**src/rtl/vga_capture_ctrl.sv**
```systemverilog
// Avalon-MM slave that arms on software start, waits for a VGA frame boundary and
// captures one rectangular pixel window into an on-chip FIFO for HPS readout.
module vga_capture_ctrl #(
  parameter int unsigned FIFO_DEPTH = 64,
  parameter int unsigned XW         = 11,
  parameter int unsigned YW         = 10
) (
  input  logic        clk,
  input  logic        reset,
  input  logic        chipselect,
  input  logic        read,
  input  logic        write,
  input  logic [7:0]  address,
  input  logic [31:0] writedata,
  output logic [31:0] readdata,
  input  logic [7:0]  VGA_R,
  input  logic [7:0]  VGA_G,
  input  logic [7:0]  VGA_B,
  input  logic        HSYNC,
  input  logic        VSYNC,
  input  logic        pix_en,
  output logic        busy,
  output logic        irq
);

  localparam int unsigned AW = (FIFO_DEPTH > 1) ? $clog2(FIFO_DEPTH) : 1;
  localparam int unsigned LW = AW + 1;
  localparam int unsigned CW = XW + YW;

  localparam logic [7:0] ADDR_CTRL   = 8'd0;
  localparam logic [7:0] ADDR_STATUS = 8'd1;
  localparam logic [7:0] ADDR_WIN_X  = 8'd2;
  localparam logic [7:0] ADDR_WIN_Y  = 8'd3;
  localparam logic [7:0] ADDR_DATA   = 8'd4;

  typedef enum logic [1:0] {IDLE, ARMED, CAPTURE, DONE} state_t;

  state_t            state;
  logic [XW-1:0]     x_cnt, win_x0, win_w;
  logic [YW-1:0]     y_cnt, win_y0, win_h;
  logic              hsync_q, vsync_q;
  logic [23:0]       mem [FIFO_DEPTH];
  logic [AW-1:0]     wr_ptr, rd_ptr;
  logic [LW-1:0]     level;
  logic              done, overflow;
  logic [CW-1:0]     cap_cnt, cap_target;

  logic              ctrl_wr, start_cmd, abort_cmd, win_wr_ok;
  logic              frame_start, frame_end;
  logic [XW:0]       x_hi;
  logic [YW:0]       y_hi;
  logic              x_in, y_in, in_win, capturing;
  logic              pop, push, fifo_full, flush, last_pix;
  logic              unused_wdata;

  assign unused_wdata = ^writedata;

  // Bus command and raster window decode
  always_comb begin
    ctrl_wr     = chipselect && write && (address == ADDR_CTRL);
    abort_cmd   = ctrl_wr && writedata[1];
    start_cmd   = ctrl_wr && writedata[0] && !writedata[1];
    win_wr_ok   = chipselect && write && (state != ARMED) && (state != CAPTURE);
    frame_start = !vsync_q && VSYNC;
    frame_end   = vsync_q && !VSYNC;
    x_hi        = {1'b0, win_x0} + {1'b0, win_w};
    y_hi        = {1'b0, win_y0} + {1'b0, win_h};
    x_in        = ({1'b0, x_cnt} >= {1'b0, win_x0}) && ({1'b0, x_cnt} < x_hi);
    y_in        = ({1'b0, y_cnt} >= {1'b0, win_y0}) && ({1'b0, y_cnt} < y_hi);
    in_win      = pix_en && x_in && y_in;
    capturing   = (state == CAPTURE) && in_win && !abort_cmd;
    pop         = chipselect && read && (address == ADDR_DATA) && (level != '0);
    fifo_full   = (level == LW'(FIFO_DEPTH));
    push        = capturing && (!fifo_full || pop);
    flush       = abort_cmd || (start_cmd && ((state == IDLE) || (state == DONE)));
    cap_target  = CW'(win_w) * CW'(win_h);
    last_pix    = ((cap_cnt + CW'(1)) == cap_target);
  end

  // Raster position tracking
  always_ff @(posedge clk) begin
    if (reset) begin
      x_cnt   <= '0;
      y_cnt   <= '0;
      hsync_q <= 1'b1;
      vsync_q <= 1'b1;
    end else begin
      hsync_q <= HSYNC;
      vsync_q <= VSYNC;
      if (!HSYNC)
        x_cnt <= '0;
      else if (pix_en)
        x_cnt <= x_cnt + XW'(1);
      if (!VSYNC)
        y_cnt <= '0;
      else if (hsync_q && !HSYNC)
        y_cnt <= y_cnt + YW'(1);
    end
  end

  // Window geometry, frozen while a capture is pending
  always_ff @(posedge clk) begin
    if (reset) begin
      win_x0 <= '0;
      win_w  <= '0;
      win_y0 <= '0;
      win_h  <= '0;
    end else if (win_wr_ok) begin
      if (address == ADDR_WIN_X) begin
        win_x0 <= writedata[XW-1:0];
        win_w  <= writedata[16 +: XW];
      end else if (address == ADDR_WIN_Y) begin
        win_y0 <= writedata[YW-1:0];
        win_h  <= writedata[16 +: YW];
      end
    end
  end

  always_ff @(posedge clk) begin
    if (push)
      mem[wr_ptr] <= {VGA_R, VGA_G, VGA_B};
  end

  always_ff @(posedge clk) begin
    if (reset || flush) begin
      wr_ptr <= '0;
      rd_ptr <= '0;
      level  <= '0;
    end else begin
      if (push)
        wr_ptr <= wr_ptr + AW'(1);
      if (pop)
        rd_ptr <= rd_ptr + AW'(1);
      if (push && !pop)
        level <= level + LW'(1);
      else if (pop && !push)
        level <= level - LW'(1);
    end
  end

  // Capture sequencer; busy is updated alongside every state change
  always_ff @(posedge clk) begin
    if (reset) begin
      state    <= IDLE;
      done     <= 1'b0;
      overflow <= 1'b0;
      cap_cnt  <= '0;
      busy     <= 1'b0;
    end else if (abort_cmd) begin
      state <= IDLE;
      done  <= 1'b0;
      busy  <= 1'b0;
    end else begin
      case (state)
        IDLE, DONE: begin
          if (start_cmd) begin
            overflow <= 1'b0;
            cap_cnt  <= '0;
            if ((win_w == '0) || (win_h == '0)) begin
              state <= DONE;
              done  <= 1'b1;
              busy  <= 1'b0;
            end else begin
              state <= ARMED;
              done  <= 1'b0;
              busy  <= 1'b1;
            end
          end
        end
        ARMED: begin
          if (frame_start)
            state <= CAPTURE;
        end
        CAPTURE: begin
          if (in_win) begin
            cap_cnt <= cap_cnt + CW'(1);
            if (!push)
              overflow <= 1'b1;
          end
          if ((in_win && last_pix) || frame_end) begin
            state <= DONE;
            done  <= 1'b1;
            busy  <= 1'b0;
          end
        end
        default: begin
          state <= IDLE;
          busy  <= 1'b0;
        end
      endcase
    end
  end

  assign irq = done;

  always_comb begin
    readdata = '0;
    case (address)
      ADDR_CTRL, ADDR_STATUS: begin
        readdata[0]      = busy;
        readdata[1]      = done;
        readdata[2]      = overflow;
        readdata[8 +: 16] = 16'(level);
      end
      ADDR_WIN_X: begin
        readdata[XW-1:0]  = win_x0;
        readdata[16 +: XW] = win_w;
      end
      ADDR_WIN_Y: begin
        readdata[YW-1:0]  = win_y0;
        readdata[16 +: YW] = win_h;
      end
      ADDR_DATA: begin
        if (level != '0)
          readdata = {mem[rd_ptr], 8'h00};
      end
      default: readdata = '0;
    endcase
  end

endmodule

```
**config.mk**
```make
export PLATFORM = sky130hd
export DESIGN_NAME = vga_capture_ctrl
export DESIGN_NICKNAME = d
export VERILOG_FILES = /design/src/rtl/vga_capture_ctrl.sv
export SDC_FILE = /design/constraint.sdc
export NUM_CORES = 2
export LEC_CHECK = 0
export BUFFER_PORTS_ARGS = -buffer_cell sky130_fd_sc_hd__buf_4
export CAP_MARGIN = 20
export CORE_ASPECT_RATIO = 1.25
export CORE_MARGIN = 8
export CORE_UTILIZATION = 45
export CTS_BUF_LIST = sky130_fd_sc_hd__clkbuf_4 sky130_fd_sc_hd__clkbuf_8
export CTS_CLUSTER_DIAMETER = 120
export DETAILED_ROUTE_END_ITERATION = 10
export GPL_TIMING_DRIVEN = 0
export HOLD_SLACK_MARGIN = 0.02
export PLACE_DENSITY_LB_ADDON = 0.12
export REMOVE_ABC_BUFFERS = 1
export SETUP_SLACK_MARGIN = 0.05
export SLEW_MARGIN = 20
export SYNTH_ARGS = -nofsm -noshare
export SYNTH_HDL_FRONTEND = slang
export SYNTH_SLANG_ARGS = --single-unit
```
**constraint.sdc**
```tcl
create_clock -name clk -period 7.7 [get_ports clk]
set_input_delay 1.54 -clock clk [delete_from_list [all_inputs] [get_ports clk]]
set_output_delay 1.54 -clock clk [all_outputs]
set_load 0.02 [all_outputs]
```
==> results.toml <==
[timing]
hold_violations = 0
setup_viol = 0
min_period_ns = 6.98
setup_ws_ns = 0.725
clock_skew_ns = 0.0561
rsz0062_at_grt = "false"
period_share = 0.906
fmax_ghz = 0.143
worst_pin_slew_ns = 1.08
hold_slack_ns = 0.482
relSlewSlack = 0.278
report.final.slew_viol_count = 0
tns_ns = 0

[worst_setup_path]
critPathMaxFanout = 14
critPathCaptureType = "flop"
startpoint_type = "flop"
cp_top_family = "simple AND/OR/NAND/NOR gates"
criticalPathCategory = "flop to flop"
cp_data_arrival_time_ns = 7.61
worst-r2r-setup-slack_ns = 0.72
crit_path_cell_trace = "ha_1 > a21o_1 > a21oi_1 > o21bai_1 > a21oi_1 > o21bai_1 > a21oi_1 > o21bai_1 > a21oi_1 > xor2_1 > ha_1 > a2111oi_0 > and3_1 > o211a_1 > nand4_1 > buf_4 > nor2_1 > nand2_1 > nor2_4 > buf_16"
path_buf_inv = 2
cp_slowest_stage_delay_ns = 0.88
r2r_end = "mem[8][11]"
cp_common_cell = "a21oi_1"
critPathSlowestCell = "nor2_4"
reg2reg_depth = 20
timing.rr.start = "win_w[2]"
worstPathRequired_ns = 8.34

[pwr]
p_leak_nw = 25.5
powerDensity_nw_per_um2 = 217
netSwitchingFraction = 0.211
p_clk_frac = 0.418
power_frac_seq = 0.560
combPwrFrac = 0.022
power_mw = 17.5
ir_worst_vdd_uv = 177
p_sw_mw = 3.70
internal_power_mw = 13.8

[route]
route.detailed.drc = 0
viasPerCell = 5.85
vias = 36200
wl_met1_um = 73000
routed.top_layer = "met4"
ant_nets = 1
routed_wl_um = 187000
wl_per_cell_um = 30.3
first_iter_violations = 3230
wl_met2_um = 93800
first_pass_iters = 5
met3WireLength_um = 12800

[global_routing]
grt_usage = 0.222
grt_max_degree = 71
first_global_vias = 38400
grt_overflow = 0
grt_pass1_wl_um = 270000
grt_antenna_before_repair = 15

[cts]
numCtsBuffers = 279
clk_latency_ns = 0.98
cts_resized = 0
clockRootBuffer = "clkbuf_8"
clockBufferDepth = 4
path_clk_slew_ns = 0.07
cts_tree = "yes"
cts_sinks = 1652
htreeDepth = 5

[worst_hold_path]
hold_path.startpoint = "win_x0[9]"
worst_hold_path_type = "flop to flop"
min_path_cells = 2
holdPathEnd = "win_x0[9]"

[floorplan]
die-area_um2 = 168000
fp.dieW_um = 368
fp.coreArea_um2 = 154000
initial_core_util = 0.453
die_h_um = 456
rows = 161
ios = 106

[final_layout]
final_cell_count_no_fill = 6192
post-route-cell-area_um2 = 80800
post-route-util = 0.525
layout_common_cells = "edfxtp_1, mux4_2, clkbuf_8"
final_common_cell = "edfxtp_1"
nNetsFinal = 4254
drive_gt1_frac = 0.289
area_growth_pct = 15.9

[yosys]
avgSynthCellArea_um2 = 19.1
yosys_warnings = 0
syn-cell-area_um2 = 69800
synth-async-reset-ratio = 0
synth_cells = 3662
synth_edf_count = 1536
ys_seq_area_frac = 0.694
ys_ff_latch = 1652
ys.flop_type = "edfxtp_1"
ys_types = 75

[place]
dpl_worst_slack_ns = 0.348
dpl-instance-area_um2 = 75800
place_hpwl_um = 118000
place_inst = 5732
gp_congestion = 0.796
placement.io_buffers = 95

[job]
drv_cap = 0

[run_status]
failed_checks = "antenna rules"
status = "finished, violations left"
## power groups by stage
stage                     clock network [mW]  logic (mW)  registers, mW
after floorplan                            0       0.150           10.0
after global placement                     0       0.375           10.0
after detailed placement                   0       0.388           10.0
after CTS                               7.49       0.389           9.82
after global routing                    7.86       0.419           9.81
final                                   7.32       0.383           9.82
## worst max path at each step
stage	slack [ns]	startpoint	endpoint	depth (start not counted)
2_1_floorplan	-11.34	flop	readdata[8]	5
3_3_place_gp	-20.42	flop	readdata[27]	5
3_5_place_dp	0.35	win_w[0]	level[6]	27
4_1_cts	0.31	win_w[0]	level[6]	27
5_1_grt	0.28	win_w[0]	level[6]	27
6_report	0.72	win_w[2]	mem[8][11]	20
## cell usage after synthesis, types with 8 or more instances
master | number | share of area
edfxtp_1 | 1536 | 0.66
mux4_2 | 504 | 0.16
nand2_1 | 244 | 0.013
nor2_1 | 147 | 0.0079
ha_1 | 131 | 0.023
clkbuf_1 | 120 | 0.0065
a21oi_1 | 118 | 0.0085
inv_1 | 117 | 0.0063
dfxtp_1 | 116 | 0.033
fa_1 | 73 | 0.021
and2_1 | 57 | 0.0051
xnor2_1 | 57 | 0.0072
o21ai_0 | 50 | 0.0036
buf_1 | 43 | 0.0023
xor2_1 | 37 | 0.0046
nand2b_1 | 24 | 0.0022
nand3_1 | 24 | 0.0017
nor2b_1 | 21 | 0.0019
a21o_1 | 20 | 0.0022
and3_1 | 17 | 0.0015
nand4_1 | 17 | 0.0015
a211oi_1 | 13 | 0.0014
or3_1 | 13 | 0.0012
a22oi_1 | 12 | 0.0013
a311oi_1 | 11 | 0.0014
buf_2 | 11 | 0.00079
o21bai_1 | 11 | 0.0012
mux2i_1 | 8 | 0.0011
o21a_1 | 8 | 0.00086
## routing by layer
layer | vias up | global-route usage
met5 | - | 0
met1 | 19200 | 0.282
li1 | 15300 | -
met3 | 383 | 0.0514
met4 | 0 | 0.0885
met2 | 1298 | 0.371
## worst min-delay path: cells and delay by family (launching register included)
| kind | cells | cell delay (ns) |
|---|---|---|
| flip-flops | 1 | 0.33 |
| AO/OA/AOI/OAI | 1 | 0.05 |
| AND/OR/NAND/NOR | 1 | 0.06 |
## logic make-up (layout without fill, tap and decap cells)
logic type / after synthesis / after routing / share of synthesized area
and+or+nand+nor: 609 / 609 / 0.0418
buffers and inverters: 296 / 779 / 0.0164
DFF: 1652 / 1652 / 0.694
xor gates and xnor gates: 97 / 97 / 0.0128
adders and majority gates: 204 / 204 / 0.0444
AOI/OAI and AO/OA: 292 / 292 / 0.0264
muxes: 512 / 512 / 0.164
other: 0 / 10 / 0
## area by class of cell
class,instances,area (um^2)
fillers,12100,73300
flip-flops and latches,1652,48500
multi-input cells,1714,20700
clock buffers,355,4490
repair buffers,213,3670
well taps,2037,2550
clock inverters,93,512
inverters,118,443
diodes,10,25.0
## state kept, by name, indices dropped and copies added (netlist names), named ones only
signal / count
busy: 1
cap_cnt: 21
hsync_q: 1
irq: 1
level: 7
mem: 1536
overflow: 1
rd_ptr: 6
state: 2
vsync_q: 1
win_h: 10
win_w: 11
win_x0: 11
win_y0: 10
wr_ptr: 6
x_cnt: 11
y_cnt: 10
## timing repair
item                       CTS  global route
hold endpoints to repair     0             0
setup endpoints to repair    0             1
buffers inserted             0             2
hold buffers                 0             0
(Power assumes the default switching activity.)
